[src/rtl/reg_dump_printer.sv]
// -----------------------------------------------------------------------------
// reg_dump_printer
//
// Walks the register file debug read port and prints every register as eight
// uppercase hex characters into an ASCII frame buffer, one register per text
// row starting at BASE_ROW. Each register costs 11 cycles:
// READ (1), LATCH (1), EMIT (8), NEXT (1).
//
// Parameters
//   COLS      character cells per text row
//   NUM_REGS  number of registers dumped (indices 0..NUM_REGS-1)
//   BASE_ROW  screen row that receives register 0
//   ATTR      colour/attribute bits placed in ascii_input[23:0]
//
// Ports
//   clk                  clock, all state changes on the rising edge
//   rst                  asynchronous, active-low reset
//   start                request a full dump (sampled in IDLE only)
//   abort                cancel a dump in progress (highest priority)
//   debug_reg            register index for the debug read port
//   debug_reg_out        debug read data, valid one cycle after debug_reg moves
//   ascii_write_en       one character written per high cycle
//   ascii_write_address  character cell address
//   ascii_input          {ASCII code, ATTR}
//   busy                 high from the first READ cycle through DONE
//   done                 single-cycle completion pulse
// -----------------------------------------------------------------------------
module reg_dump_printer #(
    parameter int unsigned COLS     = 80,
    parameter int unsigned NUM_REGS = 32,
    parameter int unsigned BASE_ROW = 0,
    parameter logic [23:0] ATTR     = 24'hFFFFFF
) (
    input  logic        clk,
    input  logic        rst,
    input  logic        start,
    input  logic        abort,
    output logic [4:0]  debug_reg,
    input  logic [31:0] debug_reg_out,
    output logic        ascii_write_en,
    output logic [12:0] ascii_write_address,
    output logic [31:0] ascii_input,
    output logic        busy,
    output logic        done
);

    // Index register is at least 5 bits so debug_reg is always a plain slice.
    localparam int unsigned RW = (NUM_REGS > 32) ? $clog2(NUM_REGS) : 5;
    localparam logic [RW-1:0] LAST_IDX = RW'(NUM_REGS - 1);

    typedef enum logic [2:0] {
        S_IDLE,
        S_READ,
        S_LATCH,
        S_EMIT,
        S_NEXT,
        S_DONE
    } state_t;

    state_t         r_state;
    state_t         w_next;

    logic [RW-1:0]  r_reg_idx;
    logic [2:0]     r_nib_idx;
    logic [31:0]    r_word;
    logic [4:0]     r_debug_reg;

    logic [RW-1:0]  w_idx_inc;
    logic [3:0]     w_nibble;
    logic [7:0]     w_char;
    logic [12:0]    w_row;
    logic [12:0]    w_addr;

    // -------------------------------------------------------------------------
    // Hex digit to uppercase ASCII
    // -------------------------------------------------------------------------
    function automatic logic [7:0] hex_ascii(input logic [3:0] n);
        if (n < 4'd10) begin
            return 8'h30 + {4'h0, n};
        end
        return 8'h37 + {4'h0, n};
    endfunction

    // -------------------------------------------------------------------------
    // State register
    // -------------------------------------------------------------------------
    always_ff @(posedge clk or negedge rst) begin
        if (!rst) begin
            r_state <= S_IDLE;
        end else begin
            r_state <= w_next;
        end
    end

    // -------------------------------------------------------------------------
    // Next-state logic; abort overrides everything, including a start in IDLE
    // -------------------------------------------------------------------------
    always_comb begin
        w_next = r_state;
        if (abort) begin
            w_next = S_IDLE;
        end else begin
            case (r_state)
                S_IDLE:  if (start) w_next = S_READ;
                S_READ:  w_next = S_LATCH;
                S_LATCH: w_next = S_EMIT;
                S_EMIT:  if (r_nib_idx == 3'd7) w_next = S_NEXT;
                S_NEXT:  w_next = (r_reg_idx == LAST_IDX) ? S_DONE : S_READ;
                S_DONE:  w_next = S_IDLE;
                default: w_next = S_IDLE;
            endcase
        end
    end

    assign w_idx_inc = r_reg_idx + RW'(1);

    // -------------------------------------------------------------------------
    // Datapath registers. debug_reg is loaded on the edge that enters READ so
    // it already equals reg_idx during READ, and the read data is valid during
    // LATCH, where it is captured. It is left untouched in IDLE and DONE.
    // -------------------------------------------------------------------------
    always_ff @(posedge clk or negedge rst) begin
        if (!rst) begin
            r_reg_idx   <= '0;
            r_nib_idx   <= '0;
            r_word      <= '0;
            r_debug_reg <= '0;
        end else if (!abort) begin
            case (r_state)
                S_IDLE: begin
                    if (start) begin
                        r_reg_idx   <= '0;
                        r_debug_reg <= '0;
                    end
                end
                S_LATCH: begin
                    r_word    <= debug_reg_out;
                    r_nib_idx <= '0;
                end
                S_EMIT: begin
                    if (r_nib_idx != 3'd7) begin
                        r_nib_idx <= r_nib_idx + 3'd1;
                    end
                end
                S_NEXT: begin
                    if (r_reg_idx != LAST_IDX) begin
                        r_reg_idx   <= w_idx_inc;
                        r_debug_reg <= w_idx_inc[4:0];
                    end
                end
                default: begin
                end
            endcase
        end
    end

    // -------------------------------------------------------------------------
    // Character generation: most significant nibble first
    // -------------------------------------------------------------------------
    always_comb begin
        w_nibble = r_word[31:28];
        case (r_nib_idx)
            3'd0: w_nibble = r_word[31:28];
            3'd1: w_nibble = r_word[27:24];
            3'd2: w_nibble = r_word[23:20];
            3'd3: w_nibble = r_word[19:16];
            3'd4: w_nibble = r_word[15:12];
            3'd5: w_nibble = r_word[11:8];
            3'd6: w_nibble = r_word[7:4];
            3'd7: w_nibble = r_word[3:0];
            default: w_nibble = r_word[31:28];
        endcase
    end

    assign w_char = hex_ascii(w_nibble);

    // 13-bit arithmetic throughout gives the mod-8192 wrap for free.
    assign w_row  = 13'(BASE_ROW) + 13'(r_reg_idx);
    assign w_addr = (w_row * 13'(COLS)) + {10'd0, r_nib_idx};

    // -------------------------------------------------------------------------
    // Outputs depend only on state and registers, so the asynchronous reset of
    // the state register drops them immediately.
    // -------------------------------------------------------------------------
    always_comb begin
        ascii_write_en      = 1'b0;
        ascii_write_address = '0;
        ascii_input         = '0;
        busy                = (r_state != S_IDLE);
        done                = (r_state == S_DONE);
        if (r_state == S_EMIT) begin
            ascii_write_en      = 1'b1;
            ascii_write_address = w_addr;
            ascii_input         = {w_char, ATTR};
        end
    end

    assign debug_reg = r_debug_reg;

endmodule
[config.mk]
export PLATFORM = sky130hd
export DESIGN_NAME = reg_dump_printer
export DESIGN_NICKNAME = d
export VERILOG_FILES = /design/src/rtl/reg_dump_printer.sv
export SDC_FILE = /design/constraint.sdc
export NUM_CORES = 1
export LEC_CHECK = 0
export ABC_AREA = 1
export CAP_MARGIN = 10
export CORE_MARGIN = 3
export CORE_UTILIZATION = 25
export DETAILED_ROUTE_END_ITERATION = 10
export HOLD_SLACK_MARGIN = 0.02
export SLEW_MARGIN = 0
export SYNTH_ARGS = -nofsm -noshare
export SYNTH_HDL_FRONTEND = slang
export SYNTH_SLANG_ARGS = --single-unit
[constraint.sdc]
create_clock -name clk -period 2.8 [get_ports clk]
set_clock_uncertainty 0.05 [all_clocks]
set_input_delay 0.56 -clock clk [delete_from_list [all_inputs] [get_ports clk]]
set_output_delay 0.56 -clock clk [all_outputs]
set_load 0.005 [all_outputs]
# [Word level (Yosys, flattened, before mapping)]
# Index checks and enable logic that the tools add are counted.
[word_totals] ff_bits=43
[classes] n_reduce_logical=9 bitwise_logic=1 magnitude_cmp=1 n_mul=1 mux=17 eq_ne=20 addsub=5
[ops] operator="2-to-1 mux 32 bit" n=1
[ops] operator="one-hot mux 4 bit (8 select lines)" n=1
[ops] operator="equality test 3 bit, second input constant" n=6
[ops] operator="2-to-1 mux 8 bit" n=2
[ops] operator="2-to-1 mux 3 bit" n=5
[ops] operator="one-hot mux 3 bit (5 select lines)" n=1
[ops] operator="adder 6 x 4 -> 7 bit, first input constant" n=2
[ops] operator="adder 12 x 3 -> 13 bit" n=1
[ops] operator="2-to-1 mux 13 bit" n=1
[ops] operator="equality test 3 x 2 -> 1 bit, second input constant" n=4
[ops] operator="2-to-1 mux 5 bit" n=2
[ops] operator="one-hot mux 5 bit (2 select lines)" n=1
[ops] operator="!= test 3 bit, second input constant" n=3
[ops] operator="multiplier 5 x 3 -> 8 bit, second input constant" n=1
[ops] operator="equality test 3 x 1 -> 1 bit, second input constant" n=2
[ops] operator="zero test 3 bit" n=2
[ops] operator="!= test 2 bit, second input constant" n=3
[ops] operator="one-hot mux 3 bit (2 select lines)" n=1
[ops] operator="adder 5 x 1 -> 5 bit, second input constant" n=1
[ops] operator="equality test 5 bit, second input constant" n=1
[ops] operator="!= test 5 bit, second input constant" n=1
[ops] operator="< comparator 4 bit, second input constant" n=1
[ops] operator="AND reduction 2 bit" n=2
[ops] operator="AND reduction 4 bit" n=1
[ops] operator="other kinds (6)" n=8

# [Logic depth before layout (Yosys ltp)]
[depth] ltp_word=6 depth_mapped=16

# [Least setup slack after synthesis]
# Ideal clock, no wire load.
[synth_timing] path_kind="reg-to-output" start="reg r_nib_idx[0]" end="out ascii_input[25]" path_buffers=0 arrival_ns=1.997 setup_slack_ns=0.193 required_time_ns=2.190 path_stages_with_launch=13 path_cell_list="dfrtp_1 -> ha_1 -> ha_1 -> nor2_2 -> nand3_2 -> nand3b_1 -> nor2_1 -> nor2_1 -> inv_1 -> ha_1 -> inv_1 -> nand3_1 -> a21oi_1"
[synth_via] elab_chain_cells=6
[synth_rtl] item="from (decl)" line="64" text="logic [2:0] r_nib_idx;"
[synth_rtl] item="from (signal assigned)" line="142" text="r_nib_idx <= r_nib_idx + 3'd1;"
[synth_rtl] item="equality test 3 bit, or another cell as far along" line="162" text="case (r_nib_idx)"
[synth_rtl] item="one-hot mux 4 bit (8 select lines) (*)" line="162"
[synth_rtl] item="adder 6 x 4 -> 7 bit or < comparator 4 bit (tied branches)" line="79, 78"
[synth_rtl] item="2-to-1 mux 8 bit or 2-to-1 mux 1 bit (tied branches)" line="78" text="if (n < 4'd10) begin"
[synth_rtl] item="2-to-1 mux 8 bit (*)" line="81" text="return 8'h37 + {4'h0, n};"
[synth_rtl] item="2-to-1 mux 32 bit (*)" line="191" text="if (r_state == S_EMIT) begin"
[synth_rtl] item="to (decl)" line="42" text="output logic [31:0] ascii_input,"
# Every way passes the cells marked *; elsewhere a longest branch is shown, timed or not. The select of a mux whose other input is x is not followed.

# [Final worst setup path]
[layout_timing] start="reg r_nib_idx[0]" end="out ascii_input[30]"
# Same word-level chain as after synthesis.

==> implementation parameters <==
Parameter                              Value

Run status
  Result of the run    finished with violations
  Violated checks    setup timing

Place
  Post-detail-place hpwl    5250 µm
  Final RePlAce weighted congestion    0.794
  Input/output buffers    85
  Worst setup timing slack at the placement stage    -0.317 ns

Synthesis
  Post-Synthesis Cell Area    2820 µm²
  Top cells by area in the synthesized netlist    sky130_fd_sc_hd__dfrtp_1 (38%), sky130_fd_sc_hd__mux2_2 (11%), sky130_fd_sc_hd__buf_4 (8.3%)
  Largest area contributor in the netlist    sky130_fd_sc_hd__dfrtp_1
  Cells after Synth    307
  Average cell area after synthesis    9.17 µm²
  Top cell type's share of synthesized area    0.382
  Count of distinct cell types in the synthesized netlist    36
  Share of the yosys chip area belonging to registers    0.382
  Count of warnings emitted by yosys    0
  Number of storage elements in the synthesis netlist    43

Layout
  Max FFs per register    32
  Count of inserted antenna diode cells    0
  Top library cells by usage in the layout, fill and taps aside    sky130_fd_sc_hd__clkdlybuf4s50_1 (74), sky130_fd_sc_hd__dfrtp_1 (41), sky130_fd_sc_hd__nand2_1 (30), sky130_fd_sc_hd__mux2_2 (28), sky130_fd_sc_hd__nor2_1 (27)
  Most common cell after layout, fill and taps aside    sky130_fd_sc_hd__clkdlybuf4s50_1
  Fill cell instance count of the final layout    1095
  Signed area change from the synthesized netlist to the final layout    47.7%
  Net count, final    451
  Layout cells sized above 1    0.355

Hold path
  Type of the tightest min-delay check    in2async

Setup path
  FF-to-FF Start    r_nib_idx[0]
  Worst setup path endpoint    ascii_input[30]
  Worst R2R Setup Slack    1.06 ns
  Worst setup startpoint    r_nib_idx[0]
  Worst-case reg-to-reg path depth    8
  Sequence of cells on the critical path    ha_4 -> ha_4 -> nor2_4 -> nand3_2 -> buf_6 -> nor2_4 -> nor2_4 -> buf_6 -> ha_4 -> buf_4 -> nand2_2 -> nand3_2 -> nor2_1 -> buf_2
  Data required time at the worst endpoint    2.19 ns
  Category of the worst setup path launch point    flip-flop
  Max Fanout on Critical Path    4
  Sum of buffers and inverters on the critical path    4
  Crit path largest cell delay    0.45 ns
  CP endpoint kind    output pin
  Slowest CP cell    sky130_fd_sc_hd__dfrtp_2
  Number of logic stages on the critical path including buffering    14
  CP delay by family, top    simple AND/OR/NAND/NOR gates
  Arrival time worst endpoint    2.34 ns
  Type of the worst setup path    reg2out
  Reg-to-reg critical path endpoint    r_nib_idx[2]

Timing
  Least-Margin Pin Slew    0.949 ns
  Final sum of negative setup slack    -0.546 ns
  Endpoints failing hold    0
  Unrepaired setup endpoints after global routing    yes
  Relative max-transition margin    0.368
  Crit share post-route    1.05
  Smallest setup slack after layout    -0.150 ns
  Minimum clock period    2.95 ns
  Maximum clock rate    339 MHz
  Final setup fails    5
  Max-slew violation total from the final report    0

Floorplan
  Total Die Area    12600 µm²
  Core Region    10900 µm²
  Total I/O pin count    89
  Effective utilization at floorplan    0.258
  Number of rows created at floorplan    38
  Vertical die dimension    112 µm
  Horizontal extent of the die    112 µm

GRT
  Met1 Use GR    0.140
  Number of global-route vias before repair    2393
  Global routing's busiest layer    met2
  Total global-route track usage    0.109
  Met3 track utilization from global routing    0.0291
  Met2 Track Usage GR    0.181
  Pin count of the biggest net entering global routing    44
  Number of antenna violations at the first check in global routing    0
  Remaining global-route overflow    0
  First-pass GRT wire length    11400 µm

Detailed routing
  DRC    0
  Final ANT Viol Nets    0
  Vias    2342
  DRC marker count from the first detailed-route iteration    135
  1st-pass router iterations    4
  Detail-routed via count per cell    4.34
  WL/cell    12.7 µm
  Total wirelength of the detailed-routed design    6870 µm

Clocking
  Buffer cell driving the clock tree root    sky130_fd_sc_hd__clkbuf_16
  Clock slew at the register clock pins of the worst setup and hold paths    0.06 ns
  Clock net sink count    43
  TritonCTS clock tree    done
  Clock latency reported for the late side of the worst-skew pair    0.28 ns
  Maximum clock path buffer count    2
  Number of buffers created by CTS    5
  Number of H-tree levels    2

Pwr
  Leakage    1.81 nW
  Total internal power    0.00243 W
  Total power per unit cell area    965 nW/µm²
  Net switching power of the design    0.00158 W
  Part of the power in the clock network    0.139
  Sequential cell fraction of total power    0.269
  Switching part of the total power    0.394
  Logic gate share of total power    0.593
  Worst VDD drop    0.000523 V

Job
  Max capacitance violation total    0
[timing repair]
action / CTS / global route
setup endpoints to repair: 11 / 10
buffers inserted: 6 / 5
pin swaps: 18 / 21
hold buffers: 0 / 0
gates resized for setup: 61 / 27
[cell type report]
| class | count | area (µm²) | share of cell area |
|---|---|---|---|
| clock buffers | 6 | 129 | 0.0310 |
| well taps | 140 | 175 | 0.0421 |
| clock inverters | 2 | 12.5 | 0.00301 |
| multi-input cells | 201 | 1560 | 0.375 |
| repair buffers | 118 | 1090 | 0.262 |
| flip-flops and latches | 43 | 1080 | 0.259 |
| inverters | 30 | 115 | 0.0277 |
[synthesized netlist by cell type]
| library cell | n |
|---|---|
| sky130_fd_sc_hd__conb_1 | 1 |
| sky130_fd_sc_hd__dfrtp_1 | 43 |
| sky130_fd_sc_hd__nor2_4 | 5 |
| sky130_fd_sc_hd__nand2_1 | 38 |
| sky130_fd_sc_hd__o21ai_1 | 3 |
| sky130_fd_sc_hd__nand3_1 | 26 |
| sky130_fd_sc_hd__mux2_1 | 2 |
| sky130_fd_sc_hd__nor2_2 | 4 |
| sky130_fd_sc_hd__nand2_2 | 4 |
| sky130_fd_sc_hd__nand4_1 | 2 |
| sky130_fd_sc_hd__nor3_4 | 1 |
| sky130_fd_sc_hd__nand3b_1 | 2 |
| sky130_fd_sc_hd__o21ai_2 | 1 |
| sky130_fd_sc_hd__nand2_4 | 2 |
| sky130_fd_sc_hd__or2_4 | 1 |
| sky130_fd_sc_hd__inv_2 | 5 |
| sky130_fd_sc_hd__buf_1 | 1 |
| sky130_fd_sc_hd__nand3_4 | 1 |
| sky130_fd_sc_hd__nand4_2 | 1 |
| sky130_fd_sc_hd__o22ai_1 | 1 |
| sky130_fd_sc_hd__nor2_1 | 30 |
| sky130_fd_sc_hd__a211oi_1 | 1 |
| sky130_fd_sc_hd__or2_1 | 1 |
| sky130_fd_sc_hd__nor3_2 | 2 |
| sky130_fd_sc_hd__buf_2 | 1 |
| sky130_fd_sc_hd__a21oi_1 | 9 |
| sky130_fd_sc_hd__mux2_2 | 28 |
| sky130_fd_sc_hd__buf_4 | 31 |
| sky130_fd_sc_hd__xor2_1 | 1 |
| sky130_fd_sc_hd__fa_1 | 1 |
| sky130_fd_sc_hd__inv_1 | 25 |
| sky130_fd_sc_hd__ha_1 | 15 |
| sky130_fd_sc_hd__o21ai_0 | 7 |
| sky130_fd_sc_hd__buf_6 | 2 |
| sky130_fd_sc_hd__nor3_1 | 5 |
| sky130_fd_sc_hd__nand3_2 | 4 |
[how the worst min path moves through the flow]
stage | startpoint | endpoint | slack, ns | cells past startpoint
finish | rst | r_word[23] | 0.37 | 1
global placement | r_word[31] | r_word[31] | 0.43 | 1
global route | rst | r_word[23] | 0.46 | 1
floorplan | rst | debug_reg[0] | 0.21 | 0
detailed placement | r_word[31] | r_word[31] | 0.43 | 1
CTS | rst | r_word[23] | 0.42 | 1
[power groups by stage]
| stage | Clock [W] | Combinational, W | Sequential [W] |
|---|---|---|---|
| floorplan | 0 | 0.00131 | 0.00101 |
| global placement | 0 | 0.00187 | 0.00106 |
| detailed placement | 0 | 0.00190 | 0.00107 |
| CTS | 0.000577 | 0.00218 | 0.00107 |
| global route | 0.000600 | 0.00263 | 0.00111 |
| finish | 0.000556 | 0.00238 | 0.00108 |
[metrics by stage]
stage          power (W)   util  cells  cell area (µm²)  hold slack [ns]
2_1_floorplan    0.00232      -    309             2820            0.214
3_3_place_gp     0.00293  0.345    523             3770            0.425
3_5_place_dp     0.00297  0.345    523             3770            0.428
4_1_cts          0.00383  0.372    536             4070            0.420
5_1_grt          0.00434  0.380    540             4160            0.464
6_report         0.00401  0.380    540             4160            0.374
[cells by family after synthesis]
group	after synthesis	share of synthesized area
and+or+nand+nor	129	0.244
other	1	0.00133
xor gates and xnor gates	1	0.00311
buffers and inverters	65	0.134
muxes	30	0.120
adders and majority gates	16	0.0737
AOI/OAI and AO/OA	22	0.0418
DFF	43	0.382
[layer usage]
metal	routed length (µm)	vias to the layer above
met5	0	-
li1	-	1160
met2	3220	79
met4	63	0
met1	3110	1095
met3	473	8
(Power assumes the default switching activity.)
